### src/rtl/lsq_pkg.sv
// rtl/lsq_pkg.sv - shared types and default widths for the load/store queue
package lsq_pkg;
  localparam int LSQ_DEPTH  = 16;
  localparam int PC_WIDTH   = 12;
  localparam int ADDR_WIDTH = 32;
  localparam int DATA_WIDTH = 32;
  localparam int TAG_WIDTH  = 6;

  typedef enum logic [1:0] {IDLE, LD_WAIT, DRAIN} lsq_state_e;

  typedef struct packed {
    logic                  valid;
    logic                  is_load;
    logic [PC_WIDTH-1:0]   pc;
    logic [TAG_WIDTH-1:0]  rob_tag;
    logic [ADDR_WIDTH-1:0] addr;
    logic                  addr_v;
    logic [DATA_WIDTH-1:0] data;
    logic                  data_v;
  } lsq_entry_t;
endpackage

### src/rtl/load_store_queue_if.sv
// rtl/load_store_queue_if.sv - dispatch/execute/memory/writeback bundle of the load/store queue
interface load_store_queue_if
  import lsq_pkg::*;
#(
  parameter int NUM_ENTRIES = LSQ_DEPTH
);
  localparam int IDX_W = $clog2(NUM_ENTRIES);

  logic                  alloc_valid;
  logic                  alloc_is_load;
  logic [PC_WIDTH-1:0]   alloc_pc;
  logic [TAG_WIDTH-1:0]  alloc_rob_tag;
  logic                  alloc_ready;
  logic [IDX_W-1:0]      alloc_idx;
  logic                  upd_valid;
  logic [IDX_W-1:0]      upd_idx;
  logic [ADDR_WIDTH-1:0] upd_addr;
  logic [DATA_WIDTH-1:0] upd_data;
  logic                  st_commit;
  logic                  flush;
  logic                  mem_req_valid;
  logic                  mem_req_ready;
  logic                  mem_req_we;
  logic [ADDR_WIDTH-1:0] mem_req_addr;
  logic [DATA_WIDTH-1:0] mem_req_wdata;
  logic                  mem_resp_valid;
  logic [DATA_WIDTH-1:0] mem_resp_data;
  logic                  ld_wb_valid;
  logic [TAG_WIDTH-1:0]  ld_wb_tag;
  logic [DATA_WIDTH-1:0] ld_wb_data;
  logic [IDX_W:0]        count;

  modport slave (
    input  alloc_valid, alloc_is_load, alloc_pc, alloc_rob_tag,
    input  upd_valid, upd_idx, upd_addr, upd_data, st_commit, flush,
    input  mem_req_ready, mem_resp_valid, mem_resp_data,
    output alloc_ready, alloc_idx, mem_req_valid, mem_req_we, mem_req_addr, mem_req_wdata,
    output ld_wb_valid, ld_wb_tag, ld_wb_data, count
  );

  modport master (
    output alloc_valid, alloc_is_load, alloc_pc, alloc_rob_tag,
    output upd_valid, upd_idx, upd_addr, upd_data, st_commit, flush,
    output mem_req_ready, mem_resp_valid, mem_resp_data,
    input  alloc_ready, alloc_idx, mem_req_valid, mem_req_we, mem_req_addr, mem_req_wdata,
    input  ld_wb_valid, ld_wb_tag, ld_wb_data, count
  );
endinterface

### src/rtl/lsq_ptr_ctrl.sv
// rtl/lsq_ptr_ctrl.sv - head/tail pointers with an extra wrap bit, occupancy and full/empty
module lsq_ptr_ctrl #(
  parameter int NUM_ENTRIES = 16,
  localparam int IDX_W = $clog2(NUM_ENTRIES)
) (
  input  logic           clk,
  input  logic           rst,
  input  logic           flush_i,
  input  logic           push_i,
  input  logic           pop_i,
  output logic [IDX_W:0] head_o,
  output logic [IDX_W:0] tail_o,
  output logic [IDX_W:0] count_o,
  output logic           full_o,
  output logic           empty_o
);
  logic [IDX_W:0] head_q, head_d, tail_q, tail_d;

  always_comb begin
    head_d = head_q;
    tail_d = tail_q;
    if (flush_i) begin
      head_d = '0;
      tail_d = '0;
    end else begin
      if (pop_i)  head_d = head_q + (IDX_W+1)'(1);
      if (push_i) tail_d = tail_q + (IDX_W+1)'(1);
    end
  end

  always_ff @(posedge clk) begin
    if (rst) begin
      head_q <= '0;
      tail_q <= '0;
    end else begin
      head_q <= head_d;
      tail_q <= tail_d;
    end
  end

  // Same slot index but opposite lap bit means the tail has lapped the head.
  assign full_o  = (head_q[IDX_W] != tail_q[IDX_W]) && (head_q[IDX_W-1:0] == tail_q[IDX_W-1:0]);
  assign empty_o = (head_q == tail_q);
  assign count_o = tail_q - head_q;
  assign head_o  = head_q;
  assign tail_o  = tail_q;
endmodule

### src/rtl/load_store_queue.sv
// rtl/load_store_queue.sv - in-order circular load/store queue; head entry accesses memory,
// stores only after ROB commit, loads write back one cycle after the response
module load_store_queue
  import lsq_pkg::*;
#(
  parameter int NUM_ENTRIES = LSQ_DEPTH
) (
  input  logic              clk,
  input  logic              rst,
  load_store_queue_if.slave lsq
);
  localparam int IDX_W = $clog2(NUM_ENTRIES);

  lsq_entry_t            entries_q [NUM_ENTRIES];
  lsq_entry_t            entries_d [NUM_ENTRIES];
  lsq_state_e            state_q, state_d;
  logic                  ld_wb_valid_q, ld_wb_valid_d;
  logic [TAG_WIDTH-1:0]  ld_wb_tag_q, ld_wb_tag_d;
  logic [DATA_WIDTH-1:0] ld_wb_data_q, ld_wb_data_d;

  logic [IDX_W:0]   head, tail, count;
  logic             full, empty, push, pop, issue, fire;
  logic [IDX_W-1:0] head_idx, tail_idx;
  lsq_entry_t       head_e;
  logic [PC_WIDTH-1:0] head_pc_unused;

  lsq_ptr_ctrl #(.NUM_ENTRIES(NUM_ENTRIES)) u_ptr (
    .clk     (clk),
    .rst     (rst),
    .flush_i (lsq.flush),
    .push_i  (push),
    .pop_i   (pop),
    .head_o  (head),
    .tail_o  (tail),
    .count_o (count),
    .full_o  (full),
    .empty_o (empty)
  );

  assign head_idx       = head[IDX_W-1:0];
  assign tail_idx       = tail[IDX_W-1:0];
  assign head_e         = entries_q[head_idx];
  assign head_pc_unused = head_e.pc;

  assign lsq.alloc_ready = !full;
  assign lsq.alloc_idx   = tail_idx;
  assign lsq.count       = count;
  assign push            = lsq.alloc_valid && !full && !lsq.flush;

  // A store fired in a flush cycle still goes out: it was already committed.
  assign issue = (state_q == IDLE) && !empty && head_e.valid && head_e.addr_v &&
                 (head_e.is_load || (head_e.data_v && lsq.st_commit));
  assign fire  = issue && lsq.mem_req_ready;

  assign lsq.mem_req_valid = issue;
  assign lsq.mem_req_we    = !head_e.is_load;
  assign lsq.mem_req_addr  = head_e.addr;
  assign lsq.mem_req_wdata = head_e.data;

  assign lsq.ld_wb_valid = ld_wb_valid_q;
  assign lsq.ld_wb_tag   = ld_wb_tag_q;
  assign lsq.ld_wb_data  = ld_wb_data_q;

  always_comb begin
    state_d       = state_q;
    pop           = 1'b0;
    ld_wb_valid_d = 1'b0;
    ld_wb_tag_d   = ld_wb_tag_q;
    ld_wb_data_d  = ld_wb_data_q;
    case (state_q)
      IDLE: begin
        if (fire) begin
          if (head_e.is_load) state_d = lsq.flush ? DRAIN : LD_WAIT;
          else                pop     = 1'b1;
        end
      end
      LD_WAIT: begin
        if (lsq.mem_resp_valid) begin
          state_d = IDLE;
          if (!lsq.flush) begin
            pop           = 1'b1;
            ld_wb_valid_d = 1'b1;
            ld_wb_tag_d   = head_e.rob_tag;
            ld_wb_data_d  = lsq.mem_resp_data;
          end
        end else if (lsq.flush) begin
          state_d = DRAIN;
        end
      end
      DRAIN: begin
        if (lsq.mem_resp_valid) state_d = IDLE;
      end
      default: state_d = IDLE;
    endcase
  end

  always_comb begin
    entries_d = entries_q;
    if (lsq.flush) begin
      for (int i = 0; i < NUM_ENTRIES; i++) begin
        entries_d[i].valid  = 1'b0;
        entries_d[i].addr_v = 1'b0;
        entries_d[i].data_v = 1'b0;
      end
    end else begin
      if (lsq.upd_valid && entries_q[lsq.upd_idx].valid) begin
        entries_d[lsq.upd_idx].addr   = lsq.upd_addr;
        entries_d[lsq.upd_idx].addr_v = 1'b1;
        if (!entries_q[lsq.upd_idx].is_load) begin
          entries_d[lsq.upd_idx].data   = lsq.upd_data;
          entries_d[lsq.upd_idx].data_v = 1'b1;
        end
      end
      if (pop) begin
        entries_d[head_idx].valid  = 1'b0;
        entries_d[head_idx].addr_v = 1'b0;
        entries_d[head_idx].data_v = 1'b0;
      end
      if (push) begin
        entries_d[tail_idx] = '{valid: 1'b1, is_load: lsq.alloc_is_load, pc: lsq.alloc_pc,
                                rob_tag: lsq.alloc_rob_tag, addr: '0, addr_v: 1'b0,
                                data: '0, data_v: 1'b0};
      end
    end
  end

  always_ff @(posedge clk) begin
    if (rst) begin
      for (int i = 0; i < NUM_ENTRIES; i++) entries_q[i] <= '0;
      state_q       <= IDLE;
      ld_wb_valid_q <= 1'b0;
      ld_wb_tag_q   <= '0;
      ld_wb_data_q  <= '0;
    end else begin
      entries_q     <= entries_d;
      state_q       <= state_d;
      ld_wb_valid_q <= ld_wb_valid_d;
      ld_wb_tag_q   <= ld_wb_tag_d;
      ld_wb_data_q  <= ld_wb_data_d;
    end
  end
endmodule
### src/flat_wrapper.sv
// flat-port wrapper written by rule: the top's interface ports become plain ports
module load_store_queue_flat import lsq_pkg::*;
#(
  parameter int NUM_ENTRIES = LSQ_DEPTH
)
  (clk, rst, lsq_alloc_valid, lsq_alloc_is_load, lsq_alloc_pc, lsq_alloc_rob_tag, lsq_upd_valid, lsq_upd_idx, lsq_upd_addr, lsq_upd_data, lsq_st_commit, lsq_flush, lsq_mem_req_ready, lsq_mem_resp_valid, lsq_mem_resp_data, lsq_alloc_ready, lsq_alloc_idx, lsq_mem_req_valid, lsq_mem_req_we, lsq_mem_req_addr, lsq_mem_req_wdata, lsq_ld_wb_valid, lsq_ld_wb_tag, lsq_ld_wb_data, lsq_count);
  load_store_queue_if #(.NUM_ENTRIES(NUM_ENTRIES)) lsq_i ();
  input  logic clk;
  input  logic rst;
  input wire logic [$bits(lsq_i.alloc_valid)-1:0] lsq_alloc_valid;
  input wire logic [$bits(lsq_i.alloc_is_load)-1:0] lsq_alloc_is_load;
  input wire logic [$bits(lsq_i.alloc_pc)-1:0] lsq_alloc_pc;
  input wire logic [$bits(lsq_i.alloc_rob_tag)-1:0] lsq_alloc_rob_tag;
  input wire logic [$bits(lsq_i.upd_valid)-1:0] lsq_upd_valid;
  input wire logic [$bits(lsq_i.upd_idx)-1:0] lsq_upd_idx;
  input wire logic [$bits(lsq_i.upd_addr)-1:0] lsq_upd_addr;
  input wire logic [$bits(lsq_i.upd_data)-1:0] lsq_upd_data;
  input wire logic [$bits(lsq_i.st_commit)-1:0] lsq_st_commit;
  input wire logic [$bits(lsq_i.flush)-1:0] lsq_flush;
  input wire logic [$bits(lsq_i.mem_req_ready)-1:0] lsq_mem_req_ready;
  input wire logic [$bits(lsq_i.mem_resp_valid)-1:0] lsq_mem_resp_valid;
  input wire logic [$bits(lsq_i.mem_resp_data)-1:0] lsq_mem_resp_data;
  output wire logic [$bits(lsq_i.alloc_ready)-1:0] lsq_alloc_ready;
  output wire logic [$bits(lsq_i.alloc_idx)-1:0] lsq_alloc_idx;
  output wire logic [$bits(lsq_i.mem_req_valid)-1:0] lsq_mem_req_valid;
  output wire logic [$bits(lsq_i.mem_req_we)-1:0] lsq_mem_req_we;
  output wire logic [$bits(lsq_i.mem_req_addr)-1:0] lsq_mem_req_addr;
  output wire logic [$bits(lsq_i.mem_req_wdata)-1:0] lsq_mem_req_wdata;
  output wire logic [$bits(lsq_i.ld_wb_valid)-1:0] lsq_ld_wb_valid;
  output wire logic [$bits(lsq_i.ld_wb_tag)-1:0] lsq_ld_wb_tag;
  output wire logic [$bits(lsq_i.ld_wb_data)-1:0] lsq_ld_wb_data;
  output wire logic [$bits(lsq_i.count)-1:0] lsq_count;
  assign lsq_i.alloc_valid = lsq_alloc_valid;
  assign lsq_i.alloc_is_load = lsq_alloc_is_load;
  assign lsq_i.alloc_pc = lsq_alloc_pc;
  assign lsq_i.alloc_rob_tag = lsq_alloc_rob_tag;
  assign lsq_i.upd_valid = lsq_upd_valid;
  assign lsq_i.upd_idx = lsq_upd_idx;
  assign lsq_i.upd_addr = lsq_upd_addr;
  assign lsq_i.upd_data = lsq_upd_data;
  assign lsq_i.st_commit = lsq_st_commit;
  assign lsq_i.flush = lsq_flush;
  assign lsq_i.mem_req_ready = lsq_mem_req_ready;
  assign lsq_i.mem_resp_valid = lsq_mem_resp_valid;
  assign lsq_i.mem_resp_data = lsq_mem_resp_data;
  assign lsq_alloc_ready = lsq_i.alloc_ready;
  assign lsq_alloc_idx = lsq_i.alloc_idx;
  assign lsq_mem_req_valid = lsq_i.mem_req_valid;
  assign lsq_mem_req_we = lsq_i.mem_req_we;
  assign lsq_mem_req_addr = lsq_i.mem_req_addr;
  assign lsq_mem_req_wdata = lsq_i.mem_req_wdata;
  assign lsq_ld_wb_valid = lsq_i.ld_wb_valid;
  assign lsq_ld_wb_tag = lsq_i.ld_wb_tag;
  assign lsq_ld_wb_data = lsq_i.ld_wb_data;
  assign lsq_count = lsq_i.count;
  load_store_queue #(.NUM_ENTRIES(NUM_ENTRIES)) u_core (.clk(clk), .rst(rst), .lsq(lsq_i));
endmodule
### config.mk
export PLATFORM = sky130hd
export DESIGN_NAME = load_store_queue_flat
export DESIGN_NICKNAME = d
export VERILOG_FILES = /design/src/rtl/lsq_pkg.sv /design/src/rtl/load_store_queue_if.sv /design/src/rtl/lsq_ptr_ctrl.sv /design/src/rtl/load_store_queue.sv /design/src/flat_wrapper.sv
export SDC_FILE = /design/constraint.sdc
export NUM_CORES = 2
export LEC_CHECK = 0
export CORE_MARGIN = 2
export CORE_UTILIZATION = 55
export DETAILED_ROUTE_END_ITERATION = 6
export HOLD_SLACK_MARGIN = 0.15
export PLACE_DENSITY = 0.76
export SYNTH_ARGS = -nofsm -noshare
export SYNTH_HDL_FRONTEND = slang
export SYNTH_HIERARCHICAL = 1
export SYNTH_SLANG_ARGS = --single-unit
### constraint.sdc
create_clock -name clk -period 3.9 [get_ports clk]
set_input_delay 0.39 -clock clk [delete_from_list [all_inputs] [get_ports clk]]
set_output_delay 0.39 -clock clk [all_outputs]
set_load 0.01 [all_outputs]
==> results by group <==
Outcome
  – Status: finished, violations left
  – Failing checks: design-rule violations

Timing
  – Normalized max-slew margin: 20.0%
  – Final setup violation count: 0
  – FMAX: 260 MHz
  – Setup TNS: 0 ps
  – Final worst-path cycle share: 98.5%
  – Final Slew Violations: 0
  – Worst Slack Setup Final: 57.6 ps
  – Worst Skew: 34.0 ps
  – RSZ-0062 raised after global routing: no
  – Worst-Margin Slew: 1200 ps
  – Hold Violations, Final: 0
  – Fin crit period: 3840 ps

Floorplan
  – Die Wd: 305 um
  – Initial Utilization: 55.5%
  – Die ar.: 93100 um2
  – Num rows: 110
  – Core area: 89900 um2
  – Die height: 305 um
  – Io pins: 242

Layout
  – Commonest non-fill, non-tap cell in the layout: dfxtp_1
  – Reg area: 24700 um2
  – FILL cells: 6705
  – Post-route cell area: 58000 um2
  – Footprint of the multi-input gates: 23100 um2
  – Area growth syn-to-layout: 16.3%
  – Final nets: 4456
  – Layout cells sized above 1: 19.6%
  – Finished Layout Cells: 5607
  – Commonest non-fill, non-tap cells in the layout: dfxtp_1 (1232), a22o_1 (838), mux4_2 (371)

Power and ir drop
  – Comb pwr share: 3.6%
  – Clock share of power: 48.0%
  – Worst vdd ir: 0.366 mV
  – Sw frac: 22.4%
  – Flop pwr share: 48.4%
  – PD cells: 450 nW/um2
  – Internal: 20.2 mW
  – LEAKAGE: 21.1 nW
  – Net Sw Power: 5.84 mW

CTS
  – Reg clk slew, reported paths: 60 ps
  – Htree depth: 3
  – Max clock buf depth: 3
  – Root Buffer: clkbuf_16
  – TritonCTS Sinks: 1235
  – Num CTS Buffers: 118
  – Setup repair bufs after CTS: 0
  – Worst skew pair latency: 730 ps
  – TritonCTS clock tree: done

Route
  – DR vias: 38.7k
  – DRT Wirelength: 163000 um
  – M1 WL: 61100 um
  – Top Metal Used: met5
  – WL per Instance: 29.1 um
  – Initial DRC count: 5138
  – Antenna viol nets, final: 0
  – DRC viols: 2
  – Wire length on met2: 74400 um
  – Routed vias/inst: 6.89
  – Met3 wire len: 19200 um
  – DR pass1 iterations: 7

Place
  – Dpl ws: 255 ps
  – Placed Area: 53600 um2
  – HPWL after DPL: 96100 um
  – Routability Congestion: 1.02
  – Port buffer count: 229
  – Dpl cells: 5375

Yosys
  – Syn Std Cell Area: 49900 um2
  – Yosys warnings: 6
  – Ys async rst share: 0%
  – EDFF count, synth: 0
  – Post-synthesis register bit count: 1235
  – Top FF cell, synth: dfxtp_1
  – Count of cell types in the netlist: 61
  – Mean post-synth cell area: 11.6 um2
  – Seq/Total Area, Yosys: 49.6%
  – Syn nets: 4441
  – Cells after synthesis: 4307

Critical path
  – Reg2Reg Depth: 12
  – WS Path Type: flip-flop to primary output
  – WP data arrival: 3450 ps
  – Required @ worst endpoint: 3510 ps
  – Reg-to-reg critical path startpoint: u_core/u_ptr/head_o[2]
  – Crit end category: primary output
  – Crit start category: flip-flop
  – RR Endpoint: u_core/entries_q[1005]
  – R2R setup slack: 160 ps
  – Worst-path maximum fanout: 48

Job
  – Max Cap Violations: 0

Global routing
  – Grt ovf: 0
  – Global Route Usage Sum: 34.2%
  – Initial antenna violation count: 12
  – Vias in the first global route: 37.9k
  – First-pass GRT wire length: 243000 um
  – Largest net degree at the start of global routing: 83

Hold path
  – Hold path cells: 3
  – Hold Startpoint: lsq_mem_resp_data[29]
  – Worst Hold Class: input port to flip-flop
  – Min-Delay Endpoint: u_core/lsq.ld_wb_data[29]
-- cells in the mapped netlist (all sizes together), types with 7 or more instances --
cell / instances / area (um2)
mux2i: 49 / 490
nand2b: 14 / 87.6
nor2: 266 / 1000
nand3: 14 / 70.1
and3: 7 / 43.8
o21ai: 48 / 244
dfxtp: 1235 / 24700
a22oi: 125 / 938
a22o: 838 / 7340
nor2b: 50 / 320
a21oi: 183 / 916
buf: 188 / 1110
nand2: 370 / 1390
a32oi: 9 / 78.8
nor3: 68 / 399
nor4: 14 / 185
inv: 19 / 71.3
a31oi: 12 / 81.3
mux4: 371 / 8360
clkbuf: 342 / 1280
a32o: 9 / 90.1
-- logic make-up after synthesis --
family	count (synthesis)	synth area share (%)
adder cells (fa/ha/maj)	7	0.191
XOR/XNOR	12	0.211
buffers and inverters	550	4.96
flip-flops	1235	49.6
AO/OA/AOI/OAI	1243	19.7
AND/OR/NAND/NOR	835	7.46
multiplexers	425	17.9
-- final cells by class --
cell class | count | area share [%]
Sequential cell | 1235 | 42.7
Multi-Input combinational cell | 2522 | 39.8
Timing Repair Buffer | 425 | 7.43
Clock buffer | 166 | 5.94
Tap cell | 1176 | 2.54
Clock inverter | 57 | 1.47
Inverter | 20 | 0.138
Antenna cell | 6 | 0.0259
-- critical path, cell delays in order (launching register included) --
cell	delay, ps
dfxtp_4	360
buf_12	310
buf_4	530
mux4_2	430
mux4_2	490
clkdlybuf4s50_1	530
-- flip-flops by register name, summed over array words and instances, names as in the netlist --
name and flops:
u_core/entries_q 1184, u_core/u_ptr/tail_o 5, u_core/lsq.ld_wb_valid 1, u_core/lsq.ld_wb_data 32, u_core/lsq.ld_wb_tag 6, u_core/state_q 2, u_core/u_ptr/head_o 5
-- power by group through the flow --
stage | combinational, mW | clock, mW | sequential, mW
after floorplan | 0.436 | 0 | 12.9
after global placement | 0.887 | 0 | 12.9
after detailed placement | 0.890 | 0 | 12.9
after CTS | 0.896 | 12.6 | 12.6
after global routing | 0.948 | 13.0 | 12.6
final | 0.929 | 12.5 | 12.6
-- worst max path at each step --
| stage | startpoint | endpoint | slack [ps] | depth (start not counted) |
|---|---|---|---|---|
| after CTS | u_core/u_ptr/head_o[0] | lsq_mem_req_wdata[10] | 1 | 5 |
| final | u_core/u_ptr/head_o[1] | lsq_mem_req_addr[26] | 60 | 5 |
| after global routing | u_core/u_ptr/head_o[0] | lsq_mem_req_wdata[12] | 10 | 5 |
| after detailed placement | lsq_upd_idx[1] | u_core/entries_q[1295] | 250 | 7 |
| after floorplan | u_core/u_ptr/head_o[1] | lsq_mem_req_wdata[0] | 510 | 9 |
| after global placement | lsq_upd_idx[0] | u_core/entries_q[956] | 320 | 9 |
-- what timing repair did --
item	CTS	global route
hold buffers	1	0
gates cloned	0	2
pin swaps	0	0
resized for setup	54	7
setup endpoints to repair	56	9
endpoints found under the hold margin	27	0
-- per-layer routing --
layer  vias to the layer above  GRT usage, %
li1                      16300             -
met1                     19300          45.5
met2                      2574          53.3
met3                       536          7.66
met4                        12          16.2
met5                         -             0
-- stage by stage --
step | total power [mW] | utilization, % | hold slack (ps)
final | 26.1 | 64.5 | 207
after global routing | 26.6 | 64.5 | 205
after CTS | 26.1 | 64.4 | 178
after detailed placement | 13.8 | 59.7 | 445
after global placement | 13.8 | 59.7 | 438
after floorplan | 13.3 | - | 420
Power figures use the tool's default switching activity.
